### src/rtl/instr_fetch_queue.sv
// Instruction fetch stage: owns the fetch PC, issues 1-cycle-latency imem reads and
// queues returned words with their PCs for the decoder. Optional FETCH_BYPASS_EN lets
// a response reach the decoder in the cycle it arrives when the queue is empty.
module instr_fetch_queue #(
  parameter int DEPTH = 4,
  parameter int IW    = 20,
  parameter int AW    = 8
) (
  input  logic          clock,
  input  logic          reset,
  output logic          imem_req,
  output logic [AW-1:0] imem_addr,
  input  logic          imem_valid,
  input  logic [IW-1:0] imem_data,
  input  logic          redirect,
  input  logic [AW-1:0] redirect_addr,
  output logic          out_valid,
  output logic [IW-1:0] out_instr,
  output logic [AW-1:0] out_pc,
  input  logic          out_ready
);

  localparam int PW = $clog2(DEPTH);

  typedef enum logic [1:0] {
    ST_BOOT,
    ST_FETCH,
    ST_STALL
  } state_e;

  state_e        state_q, state_d;
  logic [AW-1:0] fetch_pc_q, fetch_pc_d;
  logic [AW-1:0] req_pc_q, req_pc_d;
  logic          inflight_q, inflight_d;
  logic          squash_q, squash_d;
  logic [PW:0]   wr_ptr_q, wr_ptr_d;
  logic [PW:0]   rd_ptr_q, rd_ptr_d;

  logic [IW-1:0] instr_mem_q [DEPTH];
  logic [AW-1:0] pc_mem_q    [DEPTH];

  logic [PW:0]   count;
  logic [PW:0]   count_d;
  logic          queue_empty;
  logic          queue_full;
  logic          accept;
  logic          byp_active;
  logic          handshake;
  logic          pop;
  logic          push;
  logic          credit_next;

  assign count       = wr_ptr_q - rd_ptr_q;
  assign queue_empty = (count == '0);
  assign queue_full  = (count == (PW+1)'(DEPTH));

  // A response is dropped if a redirect is happening now or happened last cycle.
  assign accept = imem_valid && !redirect && !squash_q;

`ifdef FETCH_BYPASS_EN
  assign byp_active = queue_empty && accept;
`else
  assign byp_active = 1'b0;
`endif

  // Requests only when in FETCH; the state register tracks the credit rule.
  assign imem_req  = (state_q == ST_FETCH) && !redirect;
  assign imem_addr = fetch_pc_q;

  assign out_valid = !queue_empty || byp_active;
  assign out_instr = !queue_empty ? instr_mem_q[rd_ptr_q[PW-1:0]] :
                     byp_active   ? imem_data : '0;
  assign out_pc    = !queue_empty ? pc_mem_q[rd_ptr_q[PW-1:0]] :
                     byp_active   ? req_pc_q : '0;

  assign handshake = out_valid && out_ready;
  assign pop       = handshake && !queue_empty;
  assign push      = accept && !(byp_active && out_ready) && !queue_full;

  always_comb begin
    // NOTE: every signal gets a default first so no path leaves it unassigned (no latches).
    wr_ptr_d   = wr_ptr_q;
    rd_ptr_d   = rd_ptr_q;
    fetch_pc_d = fetch_pc_q;
    req_pc_d   = req_pc_q;
    inflight_d = imem_req;
    squash_d   = redirect;
    if (redirect) begin
      wr_ptr_d   = '0;
      rd_ptr_d   = '0;
      fetch_pc_d = redirect_addr;
    end else begin
      if (push) wr_ptr_d = wr_ptr_q + 1'b1;
      if (pop)  rd_ptr_d = rd_ptr_q + 1'b1;
      if (imem_req) begin
        fetch_pc_d = fetch_pc_q + 1'b1;
        req_pc_d   = fetch_pc_q;
      end
    end
  end

  // Credit for next cycle counts the new occupancy plus the request issued now;
  // a pop now only frees credit once it is reflected in next cycle's count.
  assign count_d     = wr_ptr_d - rd_ptr_d;
  assign credit_next = ({1'b0, count_d} + {{(PW+1){1'b0}}, inflight_d}) < (PW+2)'(DEPTH);

  always_comb begin
    state_d = state_q;
    unique case (state_q)
      ST_BOOT:  state_d = ST_FETCH;
      default:  state_d = credit_next ? ST_FETCH : ST_STALL;
    endcase
  end

  // NOTE: sequential state uses non-blocking assignments so all registers update together.
  always_ff @(posedge clock or negedge reset) begin
    if (!reset) begin
      state_q    <= ST_BOOT;
      fetch_pc_q <= '0;
      req_pc_q   <= '0;
      inflight_q <= 1'b0;
      squash_q   <= 1'b0;
      wr_ptr_q   <= '0;
      rd_ptr_q   <= '0;
    end else begin
      state_q    <= state_d;
      fetch_pc_q <= fetch_pc_d;
      req_pc_q   <= req_pc_d;
      inflight_q <= inflight_d;
      squash_q   <= squash_d;
      wr_ptr_q   <= wr_ptr_d;
      rd_ptr_q   <= rd_ptr_d;
    end
  end

  // NOTE: storage is not reset; entries are only visible through the reset pointers.
  always_ff @(posedge clock) begin
    if (push) begin
      instr_mem_q[wr_ptr_q[PW-1:0]] <= imem_data;
      pc_mem_q[wr_ptr_q[PW-1:0]]    <= req_pc_q;
    end
  end

endmodule
### config.mk
export PLATFORM = sky130hd
export DESIGN_NAME = instr_fetch_queue
export DESIGN_NICKNAME = d
export VERILOG_FILES = /design/src/rtl/instr_fetch_queue.sv
export SDC_FILE = /design/constraint.sdc
export NUM_CORES = 1
export LEC_CHECK = 0
export CAP_MARGIN = 20
export CORE_ASPECT_RATIO = 1.4
export CORE_MARGIN = 5
export CORE_UTILIZATION = 25
export DETAILED_ROUTE_END_ITERATION = 10
export MAX_ROUTING_LAYER = met4
export PLACE_DENSITY = 0.44
export SLEW_MARGIN = 20
export SYNTH_ARGS = -nofsm -noshare
export SYNTH_HDL_FRONTEND = slang
export SYNTH_SLANG_ARGS = --single-unit
### constraint.sdc
create_clock -name clock -period 2.99 [get_ports clock]
set_input_delay 0.598 -clock clock [delete_from_list [all_inputs] [get_ports clock]]
set_output_delay 0.598 -clock clock [all_outputs]
set_load 0.005 [all_outputs]
# Word level (Yosys, flattened, before mapping)

Memories as Yosys holds them, arrays and structs flattened.
Cells that the tools add are included.

Register bits: 25
RAM bits: 112
Bits of input ports: 33
Logic and storage cells: 44
Memories: 2

$add $sub $neg: 6
Magnitude comparators: 1
Eq/ne operators: 2
Multiplexer cells: 12
Bitwise logic cells: 1
Reductions and logical operators: 14

Memories:

| name        | words | width | rd ports | clocked after Yosys merged registers in | write ports | line | source |
|---|---|---|---|---|---|---|---|
| instr_mem_q | 4     | 20    | 1        | 0                                       | 1           | 39   | `logic [IW-1:0] instr_mem_q [DEPTH];` |
| pc_mem_q    | 4     | 8     | 1        | 0                                       | 1           | 40   | `logic [AW-1:0] pc_mem_q [DEPTH];` |

Operators by type and width:

| cell                                                                 | count |
|---|---|
| 8-bit two-way mux                                                    | 3 |
| 20-bit two-way mux                                                   | 1 |
| 3-bit two-way mux                                                    | 4 |
| 8-bit by 1-bit adder with 8-bit output, second input constant        | 1 |
| 3-bit by 1-bit adder with 3-bit output, second input constant        | 2 |
| 1-bit logical AND                                                    | 6 |
| 3-bit subtractor                                                     | 2 |
| 3-bit by 1-bit adder with 4-bit output                               | 1 |
| 1-bit logical NOT                                                    | 4 |
| 4-bit by 3-bit < comparator with 1-bit output, second input constant | 1 |
| 2-bit two-way mux                                                    | 2 |
| 3-bit == test, second input constant                                 | 1 |
| 3-bit logical NOT                                                    | 1 |
| 2-bit by 1-bit == test with 1-bit output, second input constant      | 1 |
| 2-bit logical NOT                                                    | 1 |
| 1-bit two-way mux                                                    | 2 |
| 2-bit AND reduction                                                  | 1 |
| 2-bit nonzero test                                                   | 1 |
| 1-bit NOT                                                            | 1 |

# Logic depth before layout (Yosys ltp)

Gate-level depths: netlist of the first run.

Depth in word-level cells: 12
Mapped depth: 17
Depth with buffers taken out: 16

# Least setup slack after synthesis of the first run

OpenSTA, ideal clock, no wires.

Kind: reg-to-reg
From: register rd_ptr_q[1]
To: register state_q[0]
Arrival: 3,191 ps
Required time: 2,859 ps
Path slack: -333 ps
Cell stages (with the launch flop): 17
Path buffers: 1
Path through: dfrtp_1 > clkbuf_1 > inv_1 > ha_1 > nor2b_1 > xnor2_1 > nor2_1 > nor4b_4 > xnor2_1 > or2_1 > ha_1 > inv_1 > fa_1 > nor3_1 > mux2i_1 > nor4bb_1 > or3_1

Cells in the longest elaborated chain, start to end: 12
Elaborated cells between the ends (all ways): 18
Those cells by class: add/sub: 4; order compare: 1; eq/ne: 1; mux: 6; reduce/logical: 6

RTL lines:

| item                                            | line   | source |
|---|---|---|
| from (decl)                                     | 37     | `logic [PW:0] rd_ptr_q, rd_ptr_d;` |
| from (signal assigned)                          | 132    | `rd_ptr_q <= rd_ptr_d;` |
| 3-bit subtractor                                | 53     | `assign count = wr_ptr_q - rd_ptr_q;` |
| 3-bit logical NOT                               | 54     | `assign queue_empty = (count == '0);` |
| 1-bit logical NOT                               | 70, 77 |  |
| 1-bit logical AND                               | 76     | `assign handshake = out_valid && out_ready;` |
| 1-bit logical AND                               | 77     | `assign pop = handshake && !queue_empty;` |
| 3-bit two-way mux                               | 94     | `if (pop) rd_ptr_d = rd_ptr_q + 1'b1;` |
| 3-bit two-way mux                               | 88     | `if (redirect) begin` |
| 3-bit subtractor *                              | 104    | `assign count_d = wr_ptr_d - rd_ptr_d;` |
| 3-bit by 1-bit adder with 4-bit output *        | 105    | `assign credit_next = ({1'b0, count_d} + {{(PW+1){1'b0}}, inflight_d}) < (PW+2)'(DEPTH);` |
| 4-bit by 3-bit < comparator with 1-bit output * | 105    |  |
| 2-bit two-way mux *                             | 111    | `default: state_d = credit_next ? ST_FETCH : ST_STALL;` |
| 2-bit two-way mux *                             | 109    | `unique case (state_q)` |
| net state_d[0]                                  | 31     | `state_e state_q, state_d;` |
| to (signal assigned)                            | 126    | `state_q <= state_d;` |
| to (decl)                                       | 31     |  |

Mark *: on every way through the listed nets, which the timed path passes. The rest lies on a longest branch.
A chain may end at the register's enable or synchronous reset.

# Worst setup path after layout of the first run

From: register wr_ptr_q[0]
To: register state_q[1]

Cells in the longest elaborated chain, start to end: 12
Elaborated cells between the ends (all ways): 18
Those cells by class: add/sub: 4; order compare: 1; eq/ne: 1; mux: 6; reduce/logical: 6

RTL lines:

| item                                            | line   | source |
|---|---|---|
| from (decl)                                     | 36     | `logic [PW:0] wr_ptr_q, wr_ptr_d;` |
| from (signal assigned)                          | 131    | `wr_ptr_q <= wr_ptr_d;` |
| 3-bit subtractor                                | 53     |  |
| 3-bit logical NOT                               | 54     |  |
| 1-bit logical NOT                               | 70, 77 |  |
| 1-bit logical AND                               | 76     |  |
| 1-bit logical AND                               | 77     |  |
| 3-bit two-way mux                               | 94     |  |
| 3-bit two-way mux                               | 88     |  |
| 3-bit subtractor *                              | 104    |  |
| 3-bit by 1-bit adder with 4-bit output *        | 105    |  |
| 4-bit by 3-bit < comparator with 1-bit output * | 105    |  |
| 2-bit two-way mux *                             | 111    |  |
| 2-bit two-way mux *                             | 109    |  |
| net state_d[1]                                  | 31     |  |

Marked as above.

==> results of run 1 <==
## cell usage in the layout (no fill, tap or decap), types with 2 or more instances in the layout
cell	instances
and2_1	27
and2_2	4
and2_4	4
buf_12	6
buf_16	2
buf_4	20
bufinv_16	3
clkbuf_16	17
clkdlybuf4s50_1	41
clkinv_2	6
clkinv_4	3
dfrtp_1	23
dfrtp_2	2
dlygate4sd2_1	18
dlymetal6s2s_1	11
edfxtp_1	112
ha_1	6
ha_4	2
inv_1	3
inv_2	3
mux2_2	8
mux2i_1	4
mux4_2	28
nand2_1	14
nand4_1	4
nor2_1	8
nor2b_1	2
o21ai_0	8
xnor2_1	5
xor2_1	6
## report_power, final
part | leakage, nW | switching [W] | internal, W
combinational | 1.25 | 0.000778 | 0.00109
sequential | 1.32 | 0.000144 | 0.00228
clock | 0.296 | 0.000777 | 0.00133
total | 2.87 | 0.00170 | 0.00470
## what timing repair did
action	4_1_cts	5_1_grt
endpoints found under the setup margin	31	16
pin swaps	9	0
gates cloned	2	0
gates resized for setup	43	12
setup buffers	4	2
## logic make-up (layout without fill, tap and decap cells)
logic type | after synthesis | in the layout | share of synthesized area
compound gates | 14 | 14 | 0.0154
xor+xnor | 13 | 13 | 0.0203
fa+ha+maj | 10 | 10 | 0.0236
buf+inv | 21 | 137 | 0.0149
flops | 137 | 137 | 0.710
mux | 40 | 40 | 0.135
simple gates | 78 | 78 | 0.0804
## layout make-up
type                       instances  share of cell area
clock buffer                      19              0.0577
tap                              301              0.0491
multi-input combinational        155               0.215
clock inverter                    13              0.0200
inverter                           7             0.00440
sequential                       137               0.520
timing repair buffer              98               0.134
## routing by layer
metal  GRT usage  wire (um)  vias to the layer above
met3      0.0326        491                       16
li1            -          -                     1402
met4      0.0423        216                        0
met1       0.120       5150                     1550
met2       0.177       6640                       64
met5           -          0                        -
## synth_stat cells, types with 4 or more instances
cell / instances / area (um2)
o21ai_0: 8 / 40.0
nand2_1: 15 / 56.3
nor2_1: 9 / 33.8
mux4_2: 28 / 631
edfxtp_1: 112 / 3360
mux2_2: 8 / 90.1
xnor2_1: 6 / 52.6
and2_1: 35 / 219
ha_1: 9 / 113
clkbuf_1: 10 / 37.5
inv_1: 7 / 26.3
mux2i_1: 4 / 40.0
nand4_1: 4 / 25.0
xor2_1: 7 / 61.3
dfrtp_1: 25 / 626
## per-stage QoR
| stage | util | instance area (um2) | hold WS (ns) | std cells | power (W) |
|---|---|---|---|---|---|
| 2_1_floorplan | - | 5660 | 0.302 | 313 | 0.00329 |
| 3_3_place_gp | 0.308 | 6880 | 0.494 | 690 | 0.00415 |
| 3_5_place_dp | 0.308 | 6880 | 0.509 | 690 | 0.00417 |
| 4_1_cts | 0.341 | 7630 | 0.523 | 728 | 0.00657 |
| 5_1_grt | 0.343 | 7680 | 0.546 | 730 | 0.00676 |
| 6_report | 0.343 | 7680 | 0.519 | 730 | 0.00640 |
## sequential cells by signal, summed over array words and instances, names as in the netlist
register / flops
wr_ptr_q: 3
pc_mem_q: 32
instr_mem_q: 80
imem_addr: 8
squash_q: 1
req_pc_q: 8
rd_ptr_q: 3
state_q: 2
## worst register-to-register path, stage by stage (launching register included)
cell	delay (ns)
dfrtp_1	0.38
inv_2	0.08
ha_4	0.12
nor2b_4	0.19
xnor2_4	0.15
nor2_2	0.08
nor4b_4	0.25
xnor2_1	0.12
or2_1	0.24
ha_2	0.18
inv_2	0.05
fa_2	0.42
and3b_2	0.23
nor4bb_2	0.32
nor3_1	0.10
## final timing paths
path / slack, ns / cells after the start / endpoint
hold / removal: 0.52 / 0 / pc_mem_q[1][5]
min in group asynchronous: 0.56 / 2 / rd_ptr_q[1]
setup reg to reg: -0.03 / 14 / state_q[1]
max in group asynchronous: 2.15 / 2 / rd_ptr_q[0]
setup / recovery: -0.03 / 14 / state_q[1]
hold reg to reg: 0.52 / 0 / pc_mem_q[1][5]
==> impl_results.md, run 1 <==
- Fin crit period: 3.02 ns
- Antenna Violating Nets Remaining: 0
- Cell Area, Synth: 0.00562 mm2
- Crit path cell chain: inv_2 -> ha_4 -> nor2b_4 -> xnor2_4 -> nor2_2 -> nor4b_4 -> xnor2_1 -> or2_1 -> ha_2 -> inv_2 -> fa_2 -> and3b_2 -> nor4bb_2 -> nor3_1
- Clk sink count: 137
- Fraction of registers with async set/reset: 0.182
- Nets: 459
- Tot GR Track Use: 0.107
- Most used cell, CP: inv_2
- Critical path fanouts, max: 4
- Reg2reg start: wr_ptr_q[0]
- Hold_sp: req_pc_q[5]
- Setup TNS: -0.0577 ns
- Critical path data required time: 3.28 ns
- Cell row count: 65
- Max incr delay on CP: 0.42 ns
- Peak VDD IR: 302 uV
- Hold crit path type: register to register
- Crit path from: wr_ptr_q[0]
- Layout cells sized above 1: 0.294
- Distinct cells, synth: 36
- Crit start category: register
- Die area: 0.0256 mm2
- Area occupied by registers: 0.00399 mm2
- Top FF cell, synth: edfxtp_1
- Synth Instances: 313
- RSZ-0062 raised after global routing: true
- Die H: 187 um
- Syn. warnings: 0
- GP Congestion: 0.786
- Initial drt markers: 162
- Routed WL: 12500 um
- GRT Residual Overflow: 0
- DR vias: 3032
- Number of synthesized register bits: 137
- N_diodes: 0
- Clock Path Buffers: 2
- Area of the multi-input gates: 0.00165 mm2
- Leak: 2.87 nW
- Ports: 71
- Die Wd: 137 um
- First-pass GRT wire length: 19600 um
- CTS tree: done
- Slowest-stage cell, CP: fa_2
- Area Growth Syn to Fin: 36.7%
- Core Area: 0.0224 mm2
- CP Buf/Inv Count: 2
- Post-DR wirelength/cell: 17.1 um
- Power Density: 833 mW/mm2
- Final WS setup: -0.0300 ns
- CP Capture Type: register
- Worst Tran Pin Value: 0.496 ns
- Period utilisation layout: 1.01
- Hold_buf cts: 0
- CTS clk-pin slew, worst paths: 0.06 ns
- EDFF count, synth: 112
- Layout fillers: 2180
- Fmax: 331 MHz
- Hold Fails Final Rpt: 0
- Cell family with most CP delay: simple AND/OR/NAND/NOR gates
- Initial antenna violation count: 0
- H-tree levels: 4
- Place WS: -0.162 ns
- Final Max Slew Viols: 0
- DP HPWL: 7400 um
- Status: finished, violations left
- Pre-antenna DRT Iters: 4
- Data arrival, critical path: 3.31 ns
- Seq/Total Area, Yosys: 0.710
- Largest net degree at the start of global routing: 31
- Failing checks: setup timing
- Number of global-route vias before repair: 3512
- Relative slew slack: 0.670
- Final setup viols: 2
- Post-synth net total: 356
- Syn Area/Cell: 17.9 um2
- Maxcap violations: 0
- Clock buffer count from CTS: 17
- Root buf cell: clkbuf_16
- Residual DRC: 0
- Starting Density: 0.251
- Kind of critical path: register to register
- Clock Latency Late Sink: 0.41 ns
- Vias/cell: 4.15
- Worst-case clock skew: 0.00996 ns
- Port-buffer cells: 70
(Power assumes the default switching activity.)
==> run 2, diff against run 1 <==
- CORE_UTILIZATION: 25 -> 50
- PLACE_DENSITY: 0.44 -> 0.76
==> run 2 against run 1 <==
Compared with the run above:
- final area decreased by 2.5%
- clock-buffer cell count shrank 2
- the flow still finishes with violations (setup timing)
- total power is 2.9% higher
- critical endpoint is now state_q[0]
- global-route usage rose by 6.6 points
==> impl_results.md, run 2 (same netlist as run 1, synthesis figures left out) <==
- Status: finished, violations left
- Failing checks: setup timing
- Data arrival, critical path: 3.34 ns
- Worst-case clock skew: 0.00574 ns
- Layout cells sized above 1: 0.278
- Area occupied by registers: 0.00399 mm2
- Residual DRC: 0
- Relative slew slack: 0.702
- Critical path data required time: 3.27 ns
- Dpl cell area: 0.00663 mm2
- CP Capture Type: register
- N_diodes: 0
- Die area: 0.0135 mm2
- Final setup viols: 2
- Clock Latency Late Sink: 0.40 ns
- Cell row count: 45
- Post-DR wirelength/cell: 19.0 um
- Initial antenna violation count: 0
- Hold Fails Final Rpt: 0
- Net load switching power: 0.00166 W
- Combinational fraction of design power: 0.291
- Most frequent cells in the layout: 112 x edfxtp_1, 50 x clkdlybuf4s50_1, 28 x and2_1, 28 x mux4_2, 23 x dfrtp_1
- CTS clk-pin slew, worst paths: 0.06 ns
- Crit path from: wr_ptr_q[0]
- Fin crit period: 3.06 ns
- Fmax: 327 MHz
- Period utilisation layout: 1.02
- Die Wd: 99.6 um
- Maxcap violations: 0
- Ports: 71
- Starting Density: 0.514
- Nets: 454
- Die H: 135 um
- RSZ-0062 raised after global routing: true
- Hold crit path type: register to register
- Number of global-route vias before repair: 3249
- Power Density: 879 mW/mm2
- Clock buffer count from CTS: 17
- First-pass GRT wire length: 17000 um
- Worst Tran Pin Value: 0.447 ns
- Critical path fanouts, max: 3
- DR vias: 3058
- Final Max Slew Viols: 0
- GRT Residual Overflow: 0
- Cell internal pwr: 0.00492 W
- Area Growth Syn to Fin: 33.3%
- Layout Cells excl Fill: 565
- Leak: 2.78 nW
- Placed Cells: 526
- GP Congestion: 0.787
- Place WS: -0.178 ns
- Final Cell Area: 0.00749 mm2
- Commonest non-fill, non-tap cell in the layout: edfxtp_1
- Clk sink count: 137
- Clk network pwr share: 0.343
- Peak VDD IR: 500 uV
- Hold_buf cts: 0
- Root buf cell: clkbuf_16
- Pwr Total: 0.00658 W
- Clock Path Buffers: 2
- Area of the multi-input gates: 0.00163 mm2
- Routed WL: 10700 um
- Reg2reg setup slack: -0.07 ns
- Kind of critical path: register to register
- CTS tree: done
- Initial drt markers: 158
- H-tree levels: 4
- Layout fillers: 720
- Critical R2R Capture: state_q[0]
- Reg2reg start: wr_ptr_q[0]
- Largest net degree at the start of global routing: 31
- Tot GR Track Use: 0.173
- Worst setup path endpoint: state_q[0]
- Vias/cell: 5.41
- Max FFs per register: 80
- Reg power frac: 0.366
- Reg2reg path depth: 14
- Port-buffer cells: 70
- Final WS setup: -0.0678 ns
- Core Area: 0.0109 mm2
- Antenna Violating Nets Remaining: 0
- Crit start category: register
- Net Sw Frac: 0.253
- DP HPWL: 6140 um
- Pre-antenna DRT Iters: 4
run 2: metrics by stage:
step | hold WS, ns | util | TNS (ns)
global placement | 0.489 | 0.607 | -0.143
global route | 0.543 | 0.686 | -0.384
CTS | 0.523 | 0.674 | -0.163
detailed placement | 0.508 | 0.607 | -0.334
finish | 0.517 | 0.686 | -0.0929
floorplan | 0.302 | - | -0.124
run 2: timing repair:
| item | 4_1_cts | 5_1_grt |
|---|---|---|
| cloned | 1 | 2 |
| endpoints found under the setup margin | 31 | 17 |
| buffers inserted | 1 | 3 |
| gates resized for setup | 33 | 15 |
| pin swaps | 1 | 9 |
run 2: layout make-up:
cell class / count / area share
multi-input combinational: 155 / 0.218
inverter: 7 / 0.00451
sequential: 137 / 0.533
timing repair buffer: 93 / 0.135
clock inverter: 15 / 0.0296
clock buffer: 17 / 0.0568
tap: 141 / 0.0236
run 2: power groups by stage:
| stage | Sequential [W] | Clock [W] | Combinational (W) |
|---|---|---|---|
| floorplan | 0.00241 | 0 | 0.000883 |
| global placement | 0.00243 | 0 | 0.00160 |
| detailed placement | 0.00244 | 0 | 0.00163 |
| CTS | 0.00241 | 0.00229 | 0.00181 |
| global route | 0.00244 | 0.00239 | 0.00208 |
| finish | 0.00241 | 0.00226 | 0.00191 |
run 2: worst min-delay path by stage:
stage / from / end / slack (ns) / cells after the start
floorplan: reset / imem_addr[0] / 0.30 / 0
global placement: req_pc_q[5] / pc_mem_q[3][5] / 0.49 / 0
detailed placement: req_pc_q[0] / pc_mem_q[3][0] / 0.51 / 0
CTS: req_pc_q[5] / pc_mem_q[2][5] / 0.52 / 0
global route: req_pc_q[5] / pc_mem_q[0][5] / 0.54 / 0
finish: req_pc_q[5] / pc_mem_q[1][5] / 0.52 / 0
run 2: worst max-delay path: stages (launching register included):
cell and delay, ns:
dfrtp_1 0.39, inv_2 0.10, ha_4 0.12, nor2b_4 0.17, xnor2_2 0.16, nor2_2 0.08
nor4b_4 0.25, xnor2_1 0.18, or2_1 0.14, ha_2 0.16, inv_2 0.03, fa_2 0.51
and3b_2 0.22, a221oi_2 0.05, or3_1 0.38
run 2: routing by layer:
metal	global-route usage	share of wire
met5	-	0
met1	0.192	0.39
met2	0.297	0.54
met3	0.0407	0.044
met4	0.0714	0.021
==> run 3, diff against run 2 <==
- PLACE_DENSITY: 0.76 -> 0.75
- TNS_END_PERCENT: not set -> 5
==> run 3 against run 2 <==
Compared with the run above:
- the run still ends with setup timing left
- total power down 5.1%
- wire length down 2.7%
- sequential share of layout area up 1.0 points
- final area down 1.9%
- combinational power down 10%
- global-route usage up 0.22 points
- final cell count down 0.53%
- critical path type unchanged
==> impl_results.md, run 3 (same netlist as run 1, synthesis figures left out) <==
- Fmax: 325 MHz
- GRT Residual Overflow: 0
- Placed Cells: 526
- Reg power frac: 0.386
- Net Sw Frac: 0.264
- Routed WL: 10400 um
- Critical path data required time: 3.27 ns
- Power Density: 850 mW/mm2
- Worst-case clock skew: 0.00675 ns
- Residual DRC: 0
- Cell row count: 45
- Layout Cells excl Fill: 562
- Reg2reg path depth: 13
- Root buf cell: clkbuf_16
- Die H: 135 um
- RSZ-0062 raised after global routing: true
- Status: finished, violations left
- Leak: 2.78 nW
- DP HPWL: 6230 um
- Period utilisation layout: 1.03
- Hold_buf cts: 0
- Place WS: -0.137 ns
- Fin crit period: 3.08 ns
- N_diodes: 0
- Max FFs per register: 80
- Maxcap violations: 0
- Clk network pwr share: 0.340
- Most frequent cells in the layout: 112 x edfxtp_1, 42 x clkdlybuf4s50_1, 30 x and2_1
- Area Growth Syn to Fin: 30.8%
- Largest net degree at the start of global routing: 31
- Starting Density: 0.514
- Hold depth: 0
- Net load switching power: 0.00165 W
- Relative slew slack: 0.677
- Critical path fanouts, max: 3
- Final setup viols: 2
- Initial drt markers: 167
- Layout fillers: 762
- Port-buffer cells: 70
- Peak VDD IR: 482 uV
- Die area: 0.0135 mm2
- Post-DR wirelength/cell: 18.5 um
- Antenna Violating Nets Remaining: 0
- Worst Tran Pin Value: 0.480 ns
- Die Wd: 99.6 um
- Hold Fails Final Rpt: 0
- H-tree levels: 4
- CTS tree: done
- Core Area: 0.0109 mm2
- Final WS setup: -0.0860 ns
- Failing checks: setup timing
- Clock Path Buffers: 2
- Nets: 451
- First-pass GRT wire length: 17200 um
- CP Capture Type: register
- Clock buffer count from CTS: 17
- Pwr Total: 0.00625 W
- Vias/cell: 5.41
- Reg2reg setup slack: -0.09 ns
- Combinational fraction of design power: 0.274
- Kind of critical path: register to register
- Commonest non-fill, non-tap cell in the layout: edfxtp_1
- Clk sink count: 137
- GP Congestion: 0.853
- Pre-antenna DRT Iters: 4
- Final Core Density: 0.673
- Final Max Slew Viols: 0
- Crit start category: register
- Ports: 71
- Clock Latency Late Sink: 0.40 ns
- Tot GR Track Use: 0.175
- Hold crit path type: register to register
- DR vias: 3040
- CTS clk-pin slew, worst paths: 0.06 ns
- Layout cells sized above 1: 0.257
- Cell internal pwr: 0.00460 W
- Number of global-route vias before repair: 3318
- Initial antenna violation count: 0
- Data arrival, critical path: 3.35 ns
-- run 3: cell types whose count changed in the layout (fill, tap and decap cells not counted), sizes merged, moves of 2 or more --
| cell | delta |
|---|---|
| clkinvlp | +2 |
| dlygate4sd2 | +6 |
| bufinv | -2 |
| clkbuf | -2 |
| clkdlybuf4s50 | -8 |
| dlymetal6s2s | +2 |
-- run 3: final timing paths --
kind	endpoint	startpoint
max	state_q[0]	wr_ptr_q[0]
min	pc_mem_q[0][0]	req_pc_q[0]
max reg2reg	state_q[0]	wr_ptr_q[0]
min reg2reg	pc_mem_q[0][0]	req_pc_q[0]
max in group asynchronous	rd_ptr_q[0]	reset
min in group asynchronous	imem_addr[1]	reset
-- run 3: final cells by class --
class,count,area [um2],area share
well taps,141,176,0.0240
flip-flops and latches,137,3990,0.543
repair buffers,90,936,0.127
multi-input cells,155,1590,0.217
clock buffers,17,425,0.0579
clock inverters,15,193,0.0262
inverters,7,33.8,0.00460
-- run 3: through the flow --
stage               hold WS (ns)  area [um2]  setup TNS, ns
finish                     0.512        7350         -0.115
global route               0.541        7350         -0.419
CTS                        0.511        7310         -0.164
detailed placement         0.503        6620         -0.248
global placement           0.486        6620         -0.121
floorplan                  0.302        5640         -0.201
-- run 3: power groups by stage --
stage | sequential, W | combinational [W] | clock (W)
after detailed placement | 0.00245 | 0.00163 | 0
after CTS | 0.00242 | 0.00175 | 0.00216
final | 0.00241 | 0.00171 | 0.00212
after floorplan | 0.00241 | 0.000874 | 0
after global placement | 0.00243 | 0.00160 | 0
after global routing | 0.00244 | 0.00186 | 0.00226
-- run 3: what timing repair did --
item | 4_1_cts | 5_1_grt
endpoints found under the setup margin | 31 | 10
pin swaps | 2 | 5
gates resized for setup | 40 | 10
setup buffers | 2 | 1
gates cloned | 1 | 0
-- run 3: critical path, stage by stage (launching register included) --
cell and delay, ns:
dfrtp_1 0.36, inv_2 0.06, ha_1 0.19, nor2b_2 0.17
xnor2_2 0.22, and2_4 0.22, inv_8 0.05, nand2_2 0.09
mux2i_1 0.12, or2_4 0.28, fa_2 0.55, and3b_1 0.19
a221oi_1 0.07, or3_1 0.37
-- run 3: routing by layer --
layer,up-vias,share of wire,track usage
met5,-,0,-
met4,0,0.016,0.0615
met3,13,0.040,0.0495
met2,71,0.54,0.295
met1,1558,0.40,0.200
li1,1398,-,-
